$ cat src/rtl/serial_alu_pkg.sv
// Shared opcode constants, FSM state encoding and opcode decode helpers for serial_alu.
// Optional SLT support is controlled by the SERIAL_ALU_SLT_EN macro.
package serial_alu_pkg;

    localparam logic [2:0] OP_AND = 3'b000;
    localparam logic [2:0] OP_OR  = 3'b001;
    localparam logic [2:0] OP_ADD = 3'b010;
    localparam logic [2:0] OP_SUB = 3'b110;
    localparam logic [2:0] OP_SLT = 3'b111;

    typedef enum logic [1:0] {
        IDLE  = 2'd0,
        SHIFT = 2'd1,
        DONE  = 2'd2
    } state_e;

    function automatic logic op_is_arith(input logic [2:0] op);
`ifdef SERIAL_ALU_SLT_EN
        return (op == OP_ADD) || (op == OP_SUB) || (op == OP_SLT);
`else
        return (op == OP_ADD) || (op == OP_SUB);
`endif
    endfunction

    function automatic logic op_is_legal(input logic [2:0] op);
        return (op == OP_AND) || (op == OP_OR) || op_is_arith(op);
    endfunction

    // Subtraction is A + ~B + 1: invert B in the slice and seed the carry with 1.
    function automatic logic op_inv_b(input logic [2:0] op);
`ifdef SERIAL_ALU_SLT_EN
        return (op == OP_SUB) || (op == OP_SLT);
`else
        return (op == OP_SUB);
`endif
    endfunction

endpackage

$ cat src/rtl/serial_alu_if.sv
// Request/response bus of the bit-serial ALU: operand handshake in, result handshake out.
interface serial_alu_if #(
    parameter int W = 8
);
    logic         in_valid;
    logic         in_ready;
    logic [W-1:0] a;
    logic [W-1:0] b;
    logic [2:0]   op;
    logic         out_valid;
    logic         out_ready;
    logic [W-1:0] r;
    logic         co;
    logic         ovf;
    logic         zero;
    logic         err;

    modport master (
        output in_valid, a, b, op, out_ready,
        input  in_ready, out_valid, r, co, ovf, zero, err
    );

    modport slave (
        input  in_valid, a, b, op, out_ready,
        output in_ready, out_valid, r, co, ovf, zero, err
    );
endinterface

$ cat src/rtl/serial_alu_bitcell.sv
// Combinational 1-bit ALU slice: AND, OR, or full add with optional B inversion.
module serial_alu_bitcell
    import serial_alu_pkg::*;
(
    input  logic       a_i,
    input  logic       b_i,
    input  logic       ci_i,
    input  logic [2:0] op_i,
    output logic       r_o,
    output logic       co_o
);
    logic b_eff;

    assign b_eff = b_i ^ op_inv_b(op_i);

    always_comb begin
        r_o  = 1'b0;
        co_o = 1'b0;
        if (op_i == OP_AND) begin
            r_o = a_i & b_i;
        end else if (op_i == OP_OR) begin
            r_o = a_i | b_i;
        end else if (op_is_arith(op_i)) begin
            r_o  = a_i ^ b_eff ^ ci_i;
            co_o = (a_i & b_eff) | (a_i & ci_i) | (b_eff & ci_i);
        end
    end
endmodule

$ cat src/rtl/serial_alu.sv
// Bit-serial W-bit ALU: one 1-bit slice reused each clock, LSB first, carry kept in a flop.
// Define SERIAL_ALU_SLT_EN to enable op 111 (signed set-less-than); otherwise it is illegal.
module serial_alu
    import serial_alu_pkg::*;
#(
    parameter int W = 8
) (
    input  logic          clk,
    input  logic          rst_n,
    serial_alu_if.slave   bus
);
    localparam int CW = (W > 1) ? $clog2(W) : 1;
    localparam logic [CW-1:0] LAST_BIT = CW'(W - 1);

    state_e        state_q, state_d;
    logic [CW-1:0] cnt_q, cnt_d;
    logic [W-1:0]  a_q, a_d;
    logic [W-1:0]  b_q, b_d;
    logic [2:0]    op_q, op_d;
    logic          carry_q, carry_d;
    logic [W-1:0]  r_q, r_d;
    logic          co_q, co_d;
    logic          ovf_q, ovf_d;
    logic          err_q, err_d;

    logic slice_r;
    logic slice_co;
    logic msb_ovf;

    serial_alu_bitcell u_bitcell (
        .a_i  (a_q[0]),
        .b_i  (b_q[0]),
        .ci_i (carry_q),
        .op_i (op_q),
        .r_o  (slice_r),
        .co_o (slice_co)
    );

    // Only meaningful on the last bit, where carry_q is the carry into the MSB.
    assign msb_ovf = carry_q ^ slice_co;

    always_ff @(posedge clk) begin
        if (!rst_n) begin
            state_q <= IDLE;
            cnt_q   <= '0;
            a_q     <= '0;
            b_q     <= '0;
            op_q    <= OP_AND;
            carry_q <= 1'b0;
            r_q     <= '0;
            co_q    <= 1'b0;
            ovf_q   <= 1'b0;
            err_q   <= 1'b0;
        end else begin
            state_q <= state_d;
            cnt_q   <= cnt_d;
            a_q     <= a_d;
            b_q     <= b_d;
            op_q    <= op_d;
            carry_q <= carry_d;
            r_q     <= r_d;
            co_q    <= co_d;
            ovf_q   <= ovf_d;
            err_q   <= err_d;
        end
    end

    always_comb begin
        state_d = state_q;
        cnt_d   = cnt_q;
        a_d     = a_q;
        b_d     = b_q;
        op_d    = op_q;
        carry_d = carry_q;
        r_d     = r_q;
        co_d    = co_q;
        ovf_d   = ovf_q;
        err_d   = err_q;

        case (state_q)
            IDLE: begin
                if (bus.in_valid) begin
                    state_d = SHIFT;
                    cnt_d   = '0;
                    a_d     = bus.a;
                    b_d     = bus.b;
                    op_d    = bus.op;
                    carry_d = op_inv_b(bus.op);
                    r_d     = '0;
                    co_d    = 1'b0;
                    ovf_d   = 1'b0;
                    err_d   = 1'b0;
                end
            end
            SHIFT: begin
                a_d     = a_q >> 1;
                b_d     = b_q >> 1;
                carry_d = slice_co;
                r_d     = {slice_r, r_q[W-1:1]};
                cnt_d   = cnt_q + 1'b1;
                if (cnt_q == LAST_BIT) begin
                    state_d = DONE;
                    cnt_d   = '0;
                    if (!op_is_legal(op_q)) begin
                        r_d   = '0;
                        err_d = 1'b1;
                    end
`ifdef SERIAL_ALU_SLT_EN
                    else if (op_q == OP_SLT) begin
                        // slice_r is the sign of A-B; sign^ovf gives the true signed compare.
                        r_d = {{(W-1){1'b0}}, slice_r ^ msb_ovf};
                    end
`endif
                    else if (op_is_arith(op_q)) begin
                        co_d  = slice_co;
                        ovf_d = msb_ovf;
                    end
                end
            end
            DONE: begin
                if (bus.out_ready) begin
                    state_d = IDLE;
                end
            end
            default: state_d = IDLE;
        endcase
    end

    assign bus.in_ready  = (state_q == IDLE);
    assign bus.out_valid = (state_q == DONE);
    assign bus.r         = r_q;
    assign bus.co        = co_q;
    assign bus.ovf       = ovf_q;
    assign bus.zero      = (r_q == '0);
    assign bus.err       = err_q;
endmodule
$ cat src/flat_wrapper.sv
// flat-port wrapper written by rule: the top's interface ports become plain ports
module serial_alu_flat import serial_alu_pkg::*;
#(
    parameter int W = 8
)
  (clk, rst_n, bus_in_valid, bus_a, bus_b, bus_op, bus_out_ready, bus_in_ready, bus_out_valid, bus_r, bus_co, bus_ovf, bus_zero, bus_err);
  serial_alu_if #(.W(W)) bus_i ();
  input  logic clk;
  input  logic rst_n;
  input wire logic [$bits(bus_i.in_valid)-1:0] bus_in_valid;
  input wire logic [$bits(bus_i.a)-1:0] bus_a;
  input wire logic [$bits(bus_i.b)-1:0] bus_b;
  input wire logic [$bits(bus_i.op)-1:0] bus_op;
  input wire logic [$bits(bus_i.out_ready)-1:0] bus_out_ready;
  output wire logic [$bits(bus_i.in_ready)-1:0] bus_in_ready;
  output wire logic [$bits(bus_i.out_valid)-1:0] bus_out_valid;
  output wire logic [$bits(bus_i.r)-1:0] bus_r;
  output wire logic [$bits(bus_i.co)-1:0] bus_co;
  output wire logic [$bits(bus_i.ovf)-1:0] bus_ovf;
  output wire logic [$bits(bus_i.zero)-1:0] bus_zero;
  output wire logic [$bits(bus_i.err)-1:0] bus_err;
  assign bus_i.in_valid = bus_in_valid;
  assign bus_i.a = bus_a;
  assign bus_i.b = bus_b;
  assign bus_i.op = bus_op;
  assign bus_i.out_ready = bus_out_ready;
  assign bus_in_ready = bus_i.in_ready;
  assign bus_out_valid = bus_i.out_valid;
  assign bus_r = bus_i.r;
  assign bus_co = bus_i.co;
  assign bus_ovf = bus_i.ovf;
  assign bus_zero = bus_i.zero;
  assign bus_err = bus_i.err;
  serial_alu #(.W(W)) u_core (.clk(clk), .rst_n(rst_n), .bus(bus_i));
endmodule
$ cat config.mk
export PLATFORM = sky130hd
export DESIGN_NAME = serial_alu_flat
export DESIGN_NICKNAME = d
export VERILOG_FILES = /design/src/rtl/serial_alu_pkg.sv /design/src/rtl/serial_alu_if.sv /design/src/rtl/serial_alu_bitcell.sv /design/src/rtl/serial_alu.sv /design/src/flat_wrapper.sv
export SDC_FILE = /design/constraint.sdc
export NUM_CORES = 1
export LEC_CHECK = 0
export CAP_MARGIN = 20
export CELL_PAD_IN_SITES_DETAIL_PLACEMENT = 0
export CELL_PAD_IN_SITES_GLOBAL_PLACEMENT = 1
export CORE_UTILIZATION = 37
export CTS_CLUSTER_SIZE = 8
export DETAILED_ROUTE_END_ITERATION = 16
export PLACE_DENSITY_LB_ADDON = 0.1
export SETUP_SLACK_MARGIN = 0.4
export SYNTH_ARGS = -nofsm -noshare
export SYNTH_HDL_FRONTEND = slang
export SYNTH_SLANG_ARGS = --single-unit
$ cat constraint.sdc
create_clock -name clk -period 1.9 [get_ports clk]
set_clock_uncertainty 0.1 [all_clocks]
set_input_delay 0.38 -clock clk [delete_from_list [all_inputs] [get_ports clk]]
set_output_delay 0.38 -clock clk [all_outputs]
set_load 0.02 [all_outputs]
==> impl_metrics.json <==
{
  "cts.path.max_buffers": 2,
  "via_per_inst": 5.37,
  "drt_first_pass_iters": 4,
  "rsz0062_at_grt": "true",
  "synth-compound-area-share": 0.213,
  "clockRootBuffer": "clkbuf_8",
  "hold_start": "u_core.bus.co",
  "cts_buffers": 5,
  "vias": 1681,
  "ys_ff_latch": 36,
  "path_class": "reg -> out",
  "nets": 286,
  "die_h_um": 71.5,
  "portBuffers": 36,
  "synthSimpleGateAreaFrac": 0.226,
  "clock-sinks": 36,
  "initial_core_util": 0.397,
  "cp_num_cells": 3,
  "finalHoldViolCount": 0,
  "fp.coreArea_um2": 4500,
  "comb_power_share": 0.191,
  "maxCapViolCount": 0,
  "cp.arrival_ps": 1370,
  "htreeDepth": 2,
  "critical_path.startpoint": "u_core.bus.r[7]",
  "post_drt_wl_per_cell_um": 14.9,
  "route.detailed.drc": 0,
  "synth_nets": 237,
  "critPathMaxStageDelay_ps": 540,
  "synth-edff-count": 0,
  "drtIter0Drc": 59,
  "syn_to_final_growth_pct": 42.4,
  "ant_nets": 0,
  "finish.utilization": 0.565,
  "finalSetupViolations": 0,
  "internal_power_w": 0.00126,
  "cp.required_ps": 1420,
  "clockPowerShare": 0.330,
  "ir_worst_vdd_mv": 0.362,
  "p_per_area_nw_per_um2": 674,
  "grt_pass1_vias": 1609,
  "start_kind": "flop",
  "end_kind": "output port",
  "clk_latency_ps": 280,
  "avgSynthCellArea_um2": 8.47,
  "tritoncts": "yes",
  "post-route-period-util": 0.972,
  "cts_hold_buf": 0,
  "synth-async-reset-ratio": 0,
  "status": "finished clean",
  "ys.flop_type": "dfxtp_1",
  "gp_congestion": 0.791,
  "tns_ps": 0,
  "p_seq_frac": 0.479,
  "overflow": 0,
  "path_max_fanout": 2,
  "r2r_start": "u_core.op_q[0]",
  "antenna_cells": 0,
  "worstMarginPinSlew_ps": 253,
  "dp_hpwl_mm": 2.99,
  "die_w_um": 71.5,
  "clk_pin_slew_ps": 70,
  "swShare": 0.266,
  "max_freq_mhz": 541,
  "synth_top_family_by_area": "simple AND/OR/NAND/NOR gates",
  "holdPathStages": 2,
  "r2r_cells": 6,
  "synthMuxAreaShare": 0.0350,
  "crit_slowest_cell": "or4_4",
  "ys_types": 43,
  "p_leak_nw": 1.01,
  "syn_area_um2": 1790,
  "yosysWarnings": 0,
  "grt_max_degree": 36,
  "antenna_found_initial": 0,
  "grt_pass1_wl_mm": 7.27,
  "path_cells": "or4_4 -> nor2_4 -> buf_6",
  "period_minus_slack_ps": 1850,
  "maxSlewViolCount": 0,
  "post-cts-setup-buffer-count": 0,
  "dieArea_um2": 5110,
  "netSwitchingPower_w": 0.000456,
  "drive_gt1_frac": 0.257,
  "synth_fa_ha_area_frac": 0.0308,
  "netlist_instances": 211,
  "crit_buf_inv": 1,
  "critPathTopFamily": "simple AND/OR/NAND/NOR gates",
  "num_rows": 24,
  "grt_util_all_layers": 0.181,
  "io_pins": 37,
  "synthXorXnorAreaFrac": 0.00980,
  "drt_wl_total_mm": 4.66,
  "hp-class": "reg -> reg",
  "seq_area_frac_synth": 0.403,
  "relSlewSlack": 0.830
}
==> metal layers <==
| metal | share of wire | GRT usage | up-vias | routed length [um] |
|---|---|---|---|---|
| li1 | - | - | 838 | - |
| met2 | 0.48 | 0.307 | 41 | 2220 |
| met3 | 0.048 | 0.0380 | 4 | 224 |
| met5 | 0 | 0 | - | 0 |
| met1 | 0.47 | 0.231 | 798 | 2180 |
| met4 | 0.0092 | 0.0588 | 0 | 43 |
==> power groups by stage <==
stage	Sequential [W]	Combinational, W	Clock [W]
after floorplan	0.000835	0.000170	0
after global placement	0.000836	0.000271	0
after detailed placement	0.000837	0.000275	0
after CTS	0.000821	0.000284	0.000582
after global routing	0.000828	0.000356	0.000614
final	0.000822	0.000328	0.000565
==> worst paths after layout <==
kind / slack [ps] / to
worst max register to register: 180 / u_core.bus.ovf
worst max-delay path: 50 / bus_zero
worst min-delay path: 370 / u_core.bus.co
worst min register to register: 370 / u_core.bus.co
==> synthesized netlist by cell type, types with 2 or more instances <==
master / number / share of area
mux2_2: 2 / 0.013
a311oi_1: 14 / 0.069
buf_2: 9 / 0.025
nand2b_1: 4 / 0.014
inv_1: 13 / 0.027
nand2_1: 35 / 0.074
a211oi_1: 8 / 0.034
a211o_1: 2 / 0.0098
ha_1: 2 / 0.014
a22oi_1: 2 / 0.0084
a31oi_1: 2 / 0.0070
a21oi_1: 5 / 0.014
buf_4: 4 / 0.017
a21o_1: 2 / 0.0084
nand3b_1: 3 / 0.013
o21a_1: 7 / 0.029
nor2_1: 29 / 0.061
nor2b_1: 2 / 0.0070
nor3b_2: 2 / 0.014
dfxtp_1: 36 / 0.40
clkbuf_1: 3 / 0.0063
mux2i_1: 4 / 0.022
==> repair_timing <==
item                       in CTS  in global routing
gates resized for setup        39                 23
setup endpoints to repair      43                 31
cloned                          1                  3
pin swaps                       6                  7
==> state kept, by name (all words and copies together), names as in the netlist <==
| signal | count |
|---|---|
| u_core.bus.co | 1 |
| u_core.a_q | 8 |
| u_core.cnt_q | 3 |
| u_core.op_q | 3 |
| u_core.bus.err | 1 |
| u_core.bus.r | 8 |
| u_core.bus.ovf | 1 |
| u_core.carry_q | 1 |
| u_core.state_q | 2 |
| u_core.b_q | 8 |
==> area by class of cell <==
class / instances / area, um2
tap: 52 / 65.1
fill: 419 / 1960
inverter: 13 / 48.8
clock buffer: 8 / 90.1
multi-input combinational: 147 / 1060
timing repair buffer: 57 / 549
sequential: 36 / 731
==> cell usage in the layout (no fill, tap or decap), drive strengths merged, types with 2 or more instances in the layout <==
| master | count |
|---|---|
| ha | 2 |
| a211o | 2 |
| a21oi | 5 |
| inv | 13 |
| clkdlybuf4s15 | 2 |
| or2b | 3 |
| clkdlybuf4s50 | 21 |
| a22oi | 2 |
| dlygate4sd2 | 8 |
| nor3b | 3 |
| nand3b | 3 |
| mux2 | 2 |
| a211oi | 8 |
| nor2b | 2 |
| buf | 22 |
| a311oi | 14 |
| a31oi | 2 |
| o32ai | 2 |
| nand2b | 4 |
| clkbuf | 12 |
| nand2 | 35 |
| mux2i | 4 |
| o21a | 7 |
| dfxtp | 36 |
| nand4b | 2 |
| nor2 | 29 |
| a21o | 2 |
==> per-stage QoR <==
step	instance area (um2)	std cells	total power (W)	worst slack [ps]	hold WS, ps
global placement	2290	301	0.00111	-121	355
floorplan	1810	211	0.00100	180	345
global route	2540	313	0.00180	16.2	385
finish	2540	313	0.00172	53.1	368
CTS	2410	310	0.00169	42.5	370
detailed placement	2290	301	0.00111	-142	359
==> worst reg2reg max path: stages (launching register included) <==
cell and delay, ps:
dfxtp_2 320, nand3b_1 160, xor2_1 160, fa_2 360
nor3b_4 230, xnor2_1 100, o32ai_2 190
==> logic make-up (layout without fill, tap and decap cells) <==
logic type | count (synthesis) | in the layout
adder cells (fa/ha/maj) | 4 | 4
XOR/XNOR | 2 | 2
buffers and inverters | 30 | 78
AO/OA/AOI/OAI | 48 | 48
flip-flops | 36 | 36
multiplexers | 6 | 6
AND/OR/NAND/NOR | 85 | 87
Note: power is estimated with default switching activity, not from simulation.
